### src/rtl/pong_pkg.sv
// ---------------------------------------------------------------------------
// pong_pkg
//   Shared types and helpers for the Pong score/game-flow controller.
//   - state_e : game state encoding, also driven out on game_state
//               (IDLE=0, PLAY=1, SERVE=2, OVER=3)
//   - bcd2_t  : a two-digit BCD score {tens, ones}
//   - toBcd2  : integer -> two-digit BCD, used at elaboration to split
//               WIN_SCORE into its tens/ones constants
//   - bcd2Inc : two-digit BCD increment (ones 9 -> 0 carries into tens)
// ---------------------------------------------------------------------------
package pong_pkg;

    typedef enum logic [1:0] {
        ST_IDLE  = 2'd0,
        ST_PLAY  = 2'd1,
        ST_SERVE = 2'd2,
        ST_OVER  = 2'd3
    } state_e;

    typedef struct packed {
        logic [3:0] tens;
        logic [3:0] ones;
    } bcd2_t;

    // Only meaningful for 0..99; the win score is constrained to 1..99.
    function automatic bcd2_t toBcd2(input int unsigned value);
        bcd2_t result;
        result.tens = 4'((value / 10) % 10);
        result.ones = 4'(value % 10);
        return result;
    endfunction

    // Tens wrap 9 -> 0 only for completeness; the game ends at the win
    // score, so a live score never reaches that case.
    function automatic bcd2_t bcd2Inc(input bcd2_t value);
        bcd2_t result;
        if (value.ones == 4'd9) begin
            result.ones = 4'd0;
            result.tens = (value.tens == 4'd9) ? 4'd0 : value.tens + 4'd1;
        end else begin
            result.ones = value.ones + 4'd1;
            result.tens = value.tens;
        end
        return result;
    endfunction

endpackage

### src/rtl/pong_bcd2_counter.sv
// ---------------------------------------------------------------------------
// pong_bcd2_counter
//   Two-digit BCD up-counter holding one player's score.
//   Ports:
//     clk    in   system clock
//     reset  in   synchronous, active-high reset (clears to 00)
//     clr    in   synchronous clear, has priority over inc
//     inc    in   add one point this cycle
//     tens   out  tens digit, BCD
//     ones   out  ones digit, BCD
// ---------------------------------------------------------------------------
module pong_bcd2_counter
    import pong_pkg::*;
(
    input  logic       clk,
    input  logic       reset,
    input  logic       clr,
    input  logic       inc,
    output logic [3:0] tens,
    output logic [3:0] ones
);

    bcd2_t count_q;
    bcd2_t count_d;

    // Next count: clear wins over increment so a new game always starts at 00.
    always_comb begin
        count_d = count_q;
        if (clr) begin
            count_d = '0;
        end else if (inc) begin
            count_d = bcd2Inc(count_q);
        end
    end

    always_ff @(posedge clk) begin
        if (reset) begin
            count_q <= '0;
        end else begin
            count_q <= count_d;
        end
    end

    assign tens = count_q.tens;
    assign ones = count_q.ones;

endmodule

### src/rtl/pong_score_ctrl.sv
// ---------------------------------------------------------------------------
// pong_score_ctrl
//   Game-flow controller and two-player BCD score keeper for the Pong
//   display path. Feeds the text overlay stage with score digits and
//   region enables, and freezes the ball outside of PLAY.
//   Parameters:
//     WIN_SCORE    points needed to win (1..99)
//     SERVE_FRAMES refr_tick pulses spent in SERVE before the ball moves
//     TMR_W        serve timer width, SERVE_FRAMES < 2**TMR_W
//   Ports:
//     clk          in   system clock
//     reset        in   synchronous, active-high reset
//     btn_start    in   debounced start button level
//     refr_tick    in   one-cycle pulse per video frame
//     p1_point     in   one-cycle pulse, P1 scores
//     p2_point     in   one-cycle pulse, P2 scores
//     dig0/dig1    out  P1 ones/tens, BCD
//     dig2/dig3    out  P2 ones/tens, BCD
//     game_state   out  IDLE=0, PLAY=1, SERVE=2, OVER=3
//     graph_still  out  1 = ball frozen at centre
//     show_logo    out  logo region enable
//     show_rule    out  rule region enable
//     show_over    out  game-over region enable
//     winner       out  0 = P1, 1 = P2 (meaningful in OVER only)
// ---------------------------------------------------------------------------
module pong_score_ctrl
    import pong_pkg::*;
#(
    parameter int unsigned WIN_SCORE    = 11,
    parameter int unsigned SERVE_FRAMES = 60,
    parameter int unsigned TMR_W        = 8
) (
    input  logic       clk,
    input  logic       reset,
    input  logic       btn_start,
    input  logic       refr_tick,
    input  logic       p1_point,
    input  logic       p2_point,
    output logic [3:0] dig0,
    output logic [3:0] dig1,
    output logic [3:0] dig2,
    output logic [3:0] dig3,
    output logic [1:0] game_state,
    output logic       graph_still,
    output logic       show_logo,
    output logic       show_rule,
    output logic       show_over,
    output logic       winner
);

    localparam bcd2_t            WIN_BCD    = toBcd2(WIN_SCORE);
    localparam logic [TMR_W-1:0] SERVE_LAST = TMR_W'(SERVE_FRAMES - 1);

    state_e             state_q;
    state_e             state_d;
    logic [TMR_W-1:0]   timer_q;
    logic [TMR_W-1:0]   timer_d;
    logic               winner_q;
    logic               winner_d;
    logic               btnPrev_q;

    logic               startEdge;
    logic               clrScores;
    logic               incP1;
    logic               incP2;
    logic [3:0]         p1Tens;
    logic [3:0]         p1Ones;
    logic [3:0]         p2Tens;
    logic [3:0]         p2Ones;
    bcd2_t              p1Next;
    bcd2_t              p2Next;

    // btnPrev_q resets to 1 so a button held through reset is not a press.
    assign startEdge = btn_start & ~btnPrev_q;

    // The win check looks at the score as it will be after this point,
    // so the state change lands in the same cycle as the digit update.
    assign p1Next = bcd2Inc({p1Tens, p1Ones});
    assign p2Next = bcd2Inc({p2Tens, p2Ones});

    pong_bcd2_counter u_p1Score (
        .clk   (clk),
        .reset (reset),
        .clr   (clrScores),
        .inc   (incP1),
        .tens  (p1Tens),
        .ones  (p1Ones)
    );

    pong_bcd2_counter u_p2Score (
        .clk   (clk),
        .reset (reset),
        .clr   (clrScores),
        .inc   (incP2),
        .tens  (p2Tens),
        .ones  (p2Ones)
    );

    // Game flow. Points only count in PLAY; when both players score in the
    // same cycle P1 is taken and P2 is dropped. Start presses only matter in
    // IDLE (begin a game) and OVER (back to the title screen).
    always_comb begin
        state_d   = state_q;
        timer_d   = timer_q;
        winner_d  = winner_q;
        clrScores = 1'b0;
        incP1     = 1'b0;
        incP2     = 1'b0;
        case (state_q)
            ST_IDLE: begin
                if (startEdge) begin
                    clrScores = 1'b1;
                    timer_d   = '0;
                    state_d   = ST_SERVE;
                end
            end
            ST_SERVE: begin
                if (refr_tick) begin
                    if (timer_q == SERVE_LAST) begin
                        timer_d = '0;
                        state_d = ST_PLAY;
                    end else begin
                        timer_d = timer_q + 1'b1;
                    end
                end
            end
            ST_PLAY: begin
                if (p1_point) begin
                    incP1 = 1'b1;
                    if (p1Next == WIN_BCD) begin
                        winner_d = 1'b0;
                        state_d  = ST_OVER;
                    end else begin
                        timer_d = '0;
                        state_d = ST_SERVE;
                    end
                end else if (p2_point) begin
                    incP2 = 1'b1;
                    if (p2Next == WIN_BCD) begin
                        winner_d = 1'b1;
                        state_d  = ST_OVER;
                    end else begin
                        timer_d = '0;
                        state_d = ST_SERVE;
                    end
                end
            end
            ST_OVER: begin
                if (startEdge) begin
                    state_d = ST_IDLE;
                end
            end
            default: begin
                state_d = ST_IDLE;
            end
        endcase
    end

    always_ff @(posedge clk) begin
        if (reset) begin
            state_q   <= ST_IDLE;
            timer_q   <= '0;
            winner_q  <= 1'b0;
            btnPrev_q <= 1'b1;
        end else begin
            state_q   <= state_d;
            timer_q   <= timer_d;
            winner_q  <= winner_d;
            btnPrev_q <= btn_start;
        end
    end

    assign dig0        = p1Ones;
    assign dig1        = p1Tens;
    assign dig2        = p2Ones;
    assign dig3        = p2Tens;
    assign game_state  = state_q;
    assign graph_still = (state_q != ST_PLAY);
    assign show_logo   = (state_q == ST_IDLE);
    assign show_rule   = (state_q == ST_IDLE);
    assign show_over   = (state_q == ST_OVER);
    assign winner      = winner_q;

endmodule

### config.mk
export PLATFORM = sky130hd
export DESIGN_NAME = pong_score_ctrl
export DESIGN_NICKNAME = d
export VERILOG_FILES = /design/src/rtl/pong_pkg.sv /design/src/rtl/pong_bcd2_counter.sv /design/src/rtl/pong_score_ctrl.sv
export SDC_FILE = /design/constraint.sdc
export NUM_CORES = 1
export LEC_CHECK = 0
export ABC_AREA = 1
export BUFFER_PORTS_ARGS = -buffer_cell sky130_fd_sc_hd__buf_2
export CAP_MARGIN = 30
export CORE_MARGIN = 1.5
export CORE_UTILIZATION = 45
export CTS_CLUSTER_DIAMETER = 150
export CTS_CLUSTER_SIZE = 24
export DETAILED_ROUTE_END_ITERATION = 10
export PLACE_DENSITY = 0.66
export SLEW_MARGIN = 20
export SYNTH_ARGS = -nofsm -noshare
export SYNTH_HDL_FRONTEND = slang
export SYNTH_SLANG_ARGS = --single-unit
### constraint.sdc
create_clock -name clk -period 1.6 [get_ports clk]
set_input_delay 0.32 -clock clk [delete_from_list [all_inputs] [get_ports clk]]
set_output_delay 0.32 -clock clk [all_outputs]
set_load 0.05 [all_outputs]
# == Yosys cells after proc, flatten, opt, wreduce, memory -nomap -nowiden ==
# Cells that the tools add are included.
# classes
reduce_logical,8
n_addsub,5
bitwise_logic,2
muxes,32
n_eq_ne,19
# op_table
op,count
$mux W8,9
$pmux W8 S3,1
$add A4 B1 Y4 const B,4
$eq A4 B4 Y1 const B,4
$eq A8 B5 Y1 const B,2
$mux W1,13
$mux W2,6
$ne A3 B3 Y1 const B,3
$add A8 B1 Y8 const B,1
$eq A8 B6 Y1 const B,1
$mux W4,2
$ne A2 B1 Y1 const B,4
$pmux W2 S4,1
$reduce_and A6 Y1,1
$reduce_and A5 Y1,1
$eq A2 B2 Y1 const B,2
$ne A2 B2 Y1 const B,2
$reduce_and A4 Y1,1
$reduce_bool A2 Y1,2
$reduce_bool A3 Y1,1
$eq A2 B1 Y1 const B,1
$logic_not A2 Y1,1
$reduce_or A2 Y1,1
$and A1 B1 Y1,1
$not A1 Y1,1
# word_totals
output_inout_bits,23
word_cells,74
inputBits,6
ff_bits,28

# == Logic depth before layout (Yosys ltp) ==
# Gate-level depths: netlist of the first run.
# depth
ltp_word,8
mapped_depth,12
mapped_depth_nobuf,12

# == Cells and area by module ==
# Synthesis of the first run repeated with hierarchy kept, for this count alone.
# unflattened
cells_unflattened,285
hier_area_um2,1739.2
# by_module_without_submodules
module,cells_per_inst,area_per_inst_um2,n_inst,seq_area_each_um2
pong_score_ctrl,155,900.9,1,240.2
pong_bcd2_counter,65,419.2,2,160.2

# == Least setup slack after synthesis of the first run ==
# Ideal clock, no wire load.
# synth_path
path_kind,reg2reg
from,"register state_q[1], in the netlist game_state[1]"
to,"register u_p2Score.count_q, in the netlist u_p2Score.tens[1]"
t_arrival_ps,2056
required_ps,1485
setup_slack_ps,-571
setup_time_ps,115
period_less_slack_ps,2171
n_path_buf,1
stages_incl_launch_ff,8
cell_sequence,dfxtp_1 nor2_1 a21oi_1 inv_1 buf_2 nor2_1 o21ai_0 inv_1
# synth_via
elab_chain_len,3
word_cells_on_any_way,5
cone_classes,eq/ne (1); mux (2); reduce/logical (2)
# synth_lines
item,line,rtl
from (decl),pong_score_ctrl.sv:54,state_e state_q;
from (signal assigned),pong_score_ctrl.sv:166,state_q <= state_d;
$logic_not A2 Y1,n/a,
named net show_logo,pong_score_ctrl.sv:45,"output logic show_logo,"
$mux W1,pong_score_ctrl.sv:109,case (state_q)
$reduce_or A2 Y1 (no source line),n/a,
to (signal assigned),pong_bcd2_counter.sv:40,count_q <= count_d;
to (decl),pong_bcd2_counter.sv:23,bcd2_t count_q;
# The timed path passes the listed nets, and every way through them passes these cells.
# A chain may end at the register's enable or synchronous reset.

# == Worst setup path in the final report of the first run ==
# layout_path
from,"register u_p1Score.count_q, in the netlist u_p1Score.ones[0]"
to,register timer_q[7]
# layout_via
elab_chain_len,5
word_cells_on_any_way,6
cone_classes,add/sub (1); eq/ne (3); mux (1); reduce/logical (1)
# layout_lines
item,line,rtl
from (decl),pong_bcd2_counter.sv:23,
from (signal assigned),pong_bcd2_counter.sv:40,
$add A4 B1 Y4 / $eq A4 B4 Y1 (equally long branches),"pong_pkg.sv:41, pong_pkg.sv:37",
$mux W8 *,n/a,
$eq A8 B5 Y1 *,pong_score_ctrl.sv:130,if (p1Next == WIN_BCD) begin
$ne A3 B3 Y1 (no source line) *,n/a,
$reduce_and A6 Y1 (no source line) *,n/a,
to (signal assigned),pong_score_ctrl.sv:167,timer_q <= timer_d;
to (decl),pong_score_ctrl.sv:56,logic [TMR_W-1:0] timer_q;
# Mark *: on every way between the ends. The rest lies on a longest branch, timed or not.

==> results of run 1 <==
-- power breakdown --
part / leakage, nW / switching, mW / internal (mW) / total (mW)
Clock: 0.0288 / 0.225 / 0.220 / 0.445
Sequential: 0.239 / 0.187 / 0.874 / 1.06
Combinational: 0.807 / 1.19 / 0.595 / 1.79
Total: 1.07 / 1.60 / 1.69 / 3.29
-- worst min-delay path: stages --
cell,delay (ps)
buf_2,70
inv_1,40
nand2_1,40
-- synth_stat cells, drive strengths merged --
master	n
inv	41
o21a	1
or2	2
nor2	55
nand4	10
a31oi	2
nand2	66
a21oi	14
a211oi	5
buf	3
dfxtp	28
nand3	18
o21ai	14
clkinv	2
xor2	5
nor3	8
ha	1
-- cells in the final DEF, fill, tap and decap left out --
cell	count
xor2_1	5
a21oi_1	13
inv_1	33
o21ai_2	1
o21a_1	1
clkbuf_8	4
nor2_2	4
inv_4	2
o21ai_1	1
nor2_1	40
nor3_1	6
ha_1	1
nor3_4	2
or2_2	2
nor2_4	11
a211oi_1	5
dfxtp_2	8
nand3_1	12
clkinv_1	2
a21oi_2	1
nand3_2	4
o21ai_0	12
nand4_1	9
nand2_2	15
nand2_4	1
nand3_4	2
nand4_4	1
inv_2	6
dfxtp_4	9
a31oi_1	2
dfxtp_1	11
buf_2	28
buf_4	20
nand2_1	50
-- logic make-up (layout without fill, tap and decap cells) --
group,Yosys count,count (layout),share of synthesized area (%)
simple gates,159,159,43.95
xor+xnor,5,5,2.449
compound gates,36,36,11.27
fa+ha+maj,1,1,0.6997
buf+inv,46,95,10.29
flops,28,28,31.35
-- layout make-up --
class | count | area (um^2) | share of cell area [%]
Clock buffer | 4 | 55.05 | 2.376
Tap cell | 48 | 60.06 | 2.592
Sequential cell | 28 | 604.3 | 26.08
Multi-Input combinational cell | 201 | 1141 | 49.24
Inverter | 43 | 166.4 | 7.181
Timing Repair Buffer | 48 | 290.3 | 12.53
-- routing by layer --
| layer | share of wire [%] | up-vias | global-route usage [%] |
|---|---|---|---|
| met2 | 47 | 42 | 32.83 |
| met3 | 4.1 | 2 | 2.726 |
| met4 | 0.45 | 0 | 3.316 |
| met1 | 49 | 848 | 28.65 |
| met5 | 0 | - | 0 |
| li1 | - | 983 | - |
-- state kept, by name, indices dropped and copies added (netlist names) --
signal,cells
timer_q,8
u_p2Score.tens,4
winner,1
u_p1Score.tens,4
u_p2Score.ones,4
btnPrev_q,1
game_state,2
u_p1Score.ones,4
-- path summary, 6_finish.rpt --
path                       endpoint               from  slack, ps  cells after the start
setup / recovery         timer_q[7]  u_p1Score.ones[0]         30                     11
hold / removal            btnPrev_q          btn_start        220                      3
hold reg to reg   u_p1Score.ones[1]  u_p1Score.ones[3]        480                      1
setup reg to reg         timer_q[7]  u_p1Score.ones[0]         30                     11
-- stage by stage --
stage | power (mW) | worst slack [ps] | cells
6_report | 3.292 | 34.97 | 372
5_1_grt | 3.573 | -82.42 | 372
4_1_cts | 3.134 | 4.170 | 362
3_5_place_dp | 2.675 | -43.76 | 353
3_3_place_gp | 2.664 | 7.254 | 353
2_1_floorplan | 2.361 | 1.164 | 275
-- what timing repair did --
| item | in CTS | in global routing |
|---|---|---|
| resized for setup | 10 | 24 |
| buffers inserted | 5 | 10 |
| hold buffers | 0 | 0 |
| endpoints found under the setup margin | 8 | 10 |
| pin swaps | 7 | 13 |
==> results.toml, run 1 <==
[status]
outcome = "complete, no violations"

[route]
vias = 1875
drc = 0
routedWlPerCell_um = 11.26
antenna_left = 0
drtIter0Drc = 93
wirelength_um = 4190
viasPerCell = 5.040
drtPass1Iterations = 4

[critical_path]
path_max_fanout = 6
cp-start-kind = "register"
critPathKind = "register to register"
end_kind = "register"
crit_chain = "nand2_2, inv_2, nand2_2, nand2_2, nand3_1, nor2_2, nand4_4, buf_4, nand4_1, nand2_1, nor2_1"
slowest_stage = "dfxtp_4"
arrival_ps = 1780
crit_required_ps = 1810
cp_common_cell = "nand2_2"
slowest_delay_ps = 390
worst-path-buf-inv = 2
critPathTopFamily = "simple AND/OR/NAND/NOR gates"

[cts]
cts_buffers = 3
cts_root_buffer = "clkbuf_8"
clockBufferDepth = 2
clock_latency_ps = 270
cts.sinks = 28
h-tree-depth = 1
cts_tree = "done"
clk_pin_slew_worst_paths_ps = 100

[layout]
num-fill-cells = 369
final_util_pct = 61.90
area_growth_pct = 29.60
fin_area_um2 = 2317
drive_gt1_share_pct = 37.35
nNetsFinal = 332
antennaDiodeCount = 0

[power_and_ir_drop]
ir_drop_v = 0.001148
p_per_area_nw_per_um2 = 1421
p_leak_nw = 1.074

[placement]
place_area_um2 = 2052
gp_congestion = 0.8184
portBuffers = 28
post-dp-hpwl_um = 2962

[synth]
netlist_area_um2 = 1788
yosys-top-cells-area = "dfxtp_1, nand2_1, nor2_1"
synth_warnings = 0
ys_seq_area_share_pct = 31.35
synth_area_per_cell_um2 = 6.502
yosysTopAreaCell = "dfxtp_1"
synthCells = 275
synth_seq_cells = 28
syn-num-nets = 282
synth_top_area_share_pct = 31.35
synthDistinctLibCells = 28

[global_route]
grt_pass1_wl_um = 7038
grt_max_degree = 16
gr-total-overflow = 0
first_global_vias = 1642
grt_use_total_pct = 20.10
antenna_found_initial = 0

[die]
dieArea_um2 = 4361
die_w_um = 66.04
ios = 29
rows = 22
dieHeight_um = 66.04
start_util_pct = 47.76
core-area_um2 = 3744

[sta]
period_needed_ps = 1565
fin_crit_sh_pct = 97.81
worstMarginPinSlew_ps = 440.3
slew_headroom_pct = 70.61
fmax_mhz = 639.0
fin_tns_setup_ps = 0
rsz0062_at_grt = "true"
setup_viol = 0
hold_ws_ps = 224.3
fin_skew_ps = 2.429
hold_violations = 0
finalMaxSlewViolations = 0

[hold_path]
hp-class = "input port to register"

[run]
maxCapViolCount = 0
Power figures use the tool's default switching activity.
==> inputs of run 2 (changes only) <==
Settings changed: CORE_UTILIZATION 45 to 50, PLACE_DENSITY 0.66 to 0.72.
==> run 2 against run 1 <==
Compared with the run above: non-clock buffer count fell by 3; register-to-register slack barely moved; largest cell class unchanged; critical path depth fell by 8; sequential power barely moved.
==> results.toml, run 2 (same netlist as run 1, synthesis figures left out) <==
[sta]
worstMarginPinSlew_ps = 475.2
hold_violations = 0
fin_crit_sh_pct = 97.80
setup_viol = 0
rsz0062_at_grt = "true"
slew_headroom_pct = 68.29
period_needed_ps = 1565
finalMaxSlewViolations = 0
fin_skew_ps = 8.843
fmax_mhz = 639.1

[route]
antenna_left = 0
viasPerCell = 5.079
drtIter0Drc = 95
wirelength_um = 4078
drc = 0
vias = 1864
routedWlPerCell_um = 11.11
drtPass1Iterations = 4

[critical_path]
end_kind = "output port"
worst-path-buf-inv = 2
slowest_delay_ps = 400
path_max_fanout = 6
cp-start-kind = "register"
crit_required_ps = 1280
slowest_stage = "dfxtp_4"
crit_chain = "buf_4, nor2_4, buf_2"
arrival_ps = 1240
critPathKind = "register to output port"
critPathTopFamily = "buffers and inverters"

[layout]
final_util_pct = 67.85
nNetsFinal = 329
final_cell_mix = "nand2_1, nor2_1, inv_1"
antennaDiodeCount = 0
layout_commonest_cell = "nand2_1"
area_growth_pct = 28.62
instances_no_fill = 367
largest_register = "timer_q"
drive_gt1_share_pct = 37.38
num-fill-cells = 300
largest_reg_flops = 8

[placement]
gp_congestion = 0.8986
portBuffers = 28
placed_cells = 352
post-dp-hpwl_um = 2910

[cts]
cts_tree = "done"
cts_root_buffer = "clkbuf_4"
cts_buffers = 3
hold_buffers = 0
clk_pin_slew_worst_paths_ps = 160
h-tree-depth = 1
clock_latency_ps = 340
clockBufferDepth = 2
cts.sinks = 28

[die]
ios = 29
dieArea_um2 = 3944
rows = 21
start_util_pct = 52.75
core-area_um2 = 3390
dieHeight_um = 62.80
die_w_um = 62.80

[power_and_ir_drop]
ir_drop_v = 0.001242
p_leak_nw = 1.069
p_per_area_nw_per_um2 = 1387

[status]
outcome = "complete, no violations"

[global_route]
first_global_vias = 1582
grt_max_degree = 16
antenna_found_initial = 0
gr-total-overflow = 0
grt_pass1_wl_um = 6775
grt_use_total_pct = 20.90

[hold_path]
hp-class = "input port to register"

[run]
maxCapViolCount = 0
[run 2: changes by cell type in the layout (fill, tap and decap cells not counted), sizes merged]
cell,delta
clkbuf,-1
buf,-3
clkinv,+1
[run 2: final timing paths]
kind | slack [ps] | endpoint | startpoint | cells past startpoint
hold / removal | 150 | game_state[1] | reset | 2
setup reg to reg | 40 | timer_q[3] | u_p1Score.ones[1] | 11
hold reg to reg | 490 | u_p1Score.ones[1] | u_p1Score.ones[3] | 1
setup / recovery | 40 | show_logo | game_state[0] | 3
[run 2: power by group]
part	internal, mW	switching, mW	total, mW
logic	0.607	1.18	1.79
clock network	0.0919	0.228	0.320
registers	0.881	0.197	1.08
[run 2: cell type report]
type | count | area [um^2] | area share [%]
Clock inverter | 1 | 3.754 | 0.1632
Clock buffer | 3 | 22.52 | 0.9793
Timing Repair Buffer | 45 | 280.3 | 12.19
Inverter | 43 | 168.9 | 7.345
Sequential cell | 28 | 605.6 | 26.33
Tap cell | 46 | 57.56 | 2.503
Multi-Input combinational cell | 201 | 1161 | 50.49
[run 2: worst register-to-register path: stages, from the launching register on]
cell,delay [ps]
dfxtp_4,410
nand2_1,90
inv_1,60
nand3_1,60
nand2_1,50
nor2_1,240
nor2_4,90
nand4_4,130
inv_1,90
nor2_4,140
nor2_1,50
nor2_1,90
[run 2: metal layers]
metal  part of all wire (%)  track usage [%]  vias to the layer above
li1                       -                -                      980
met1                     47            27.34                      840
met2                     48            35.35                       40
met3                    4.2            2.703                        4
met4                   0.86            7.222                        0
met5                      0                0                        -
[run 2: metrics by stage]
stage / instance area (um^2) / power (mW) / TNS (ps) / hold slack, ps / setup slack [ps]
after global placement: 2057 / 2.674 / -13.63 / 452.7 / -4.021
after floorplan: 1838 / 2.361 / 0 / 385.0 / 1.164
final: 2300 / 3.189 / 0 / 153.9 / 35.18
after CTS: 2108 / 3.024 / 0 / 147.4 / 3.423
after detailed placement: 2057 / 2.692 / -228.6 / 452.5 / -56.24
after global routing: 2300 / 3.456 / -486.7 / 155.3 / -84.02
[run 2: what timing repair did]
| action | in CTS | in global routing |
|---|---|---|
| endpoints found under the setup margin | 9 | 12 |
| pin swaps | 3 | 12 |
| buffers inserted | 1 | 10 |
| gates resized for setup | 6 | 40 |
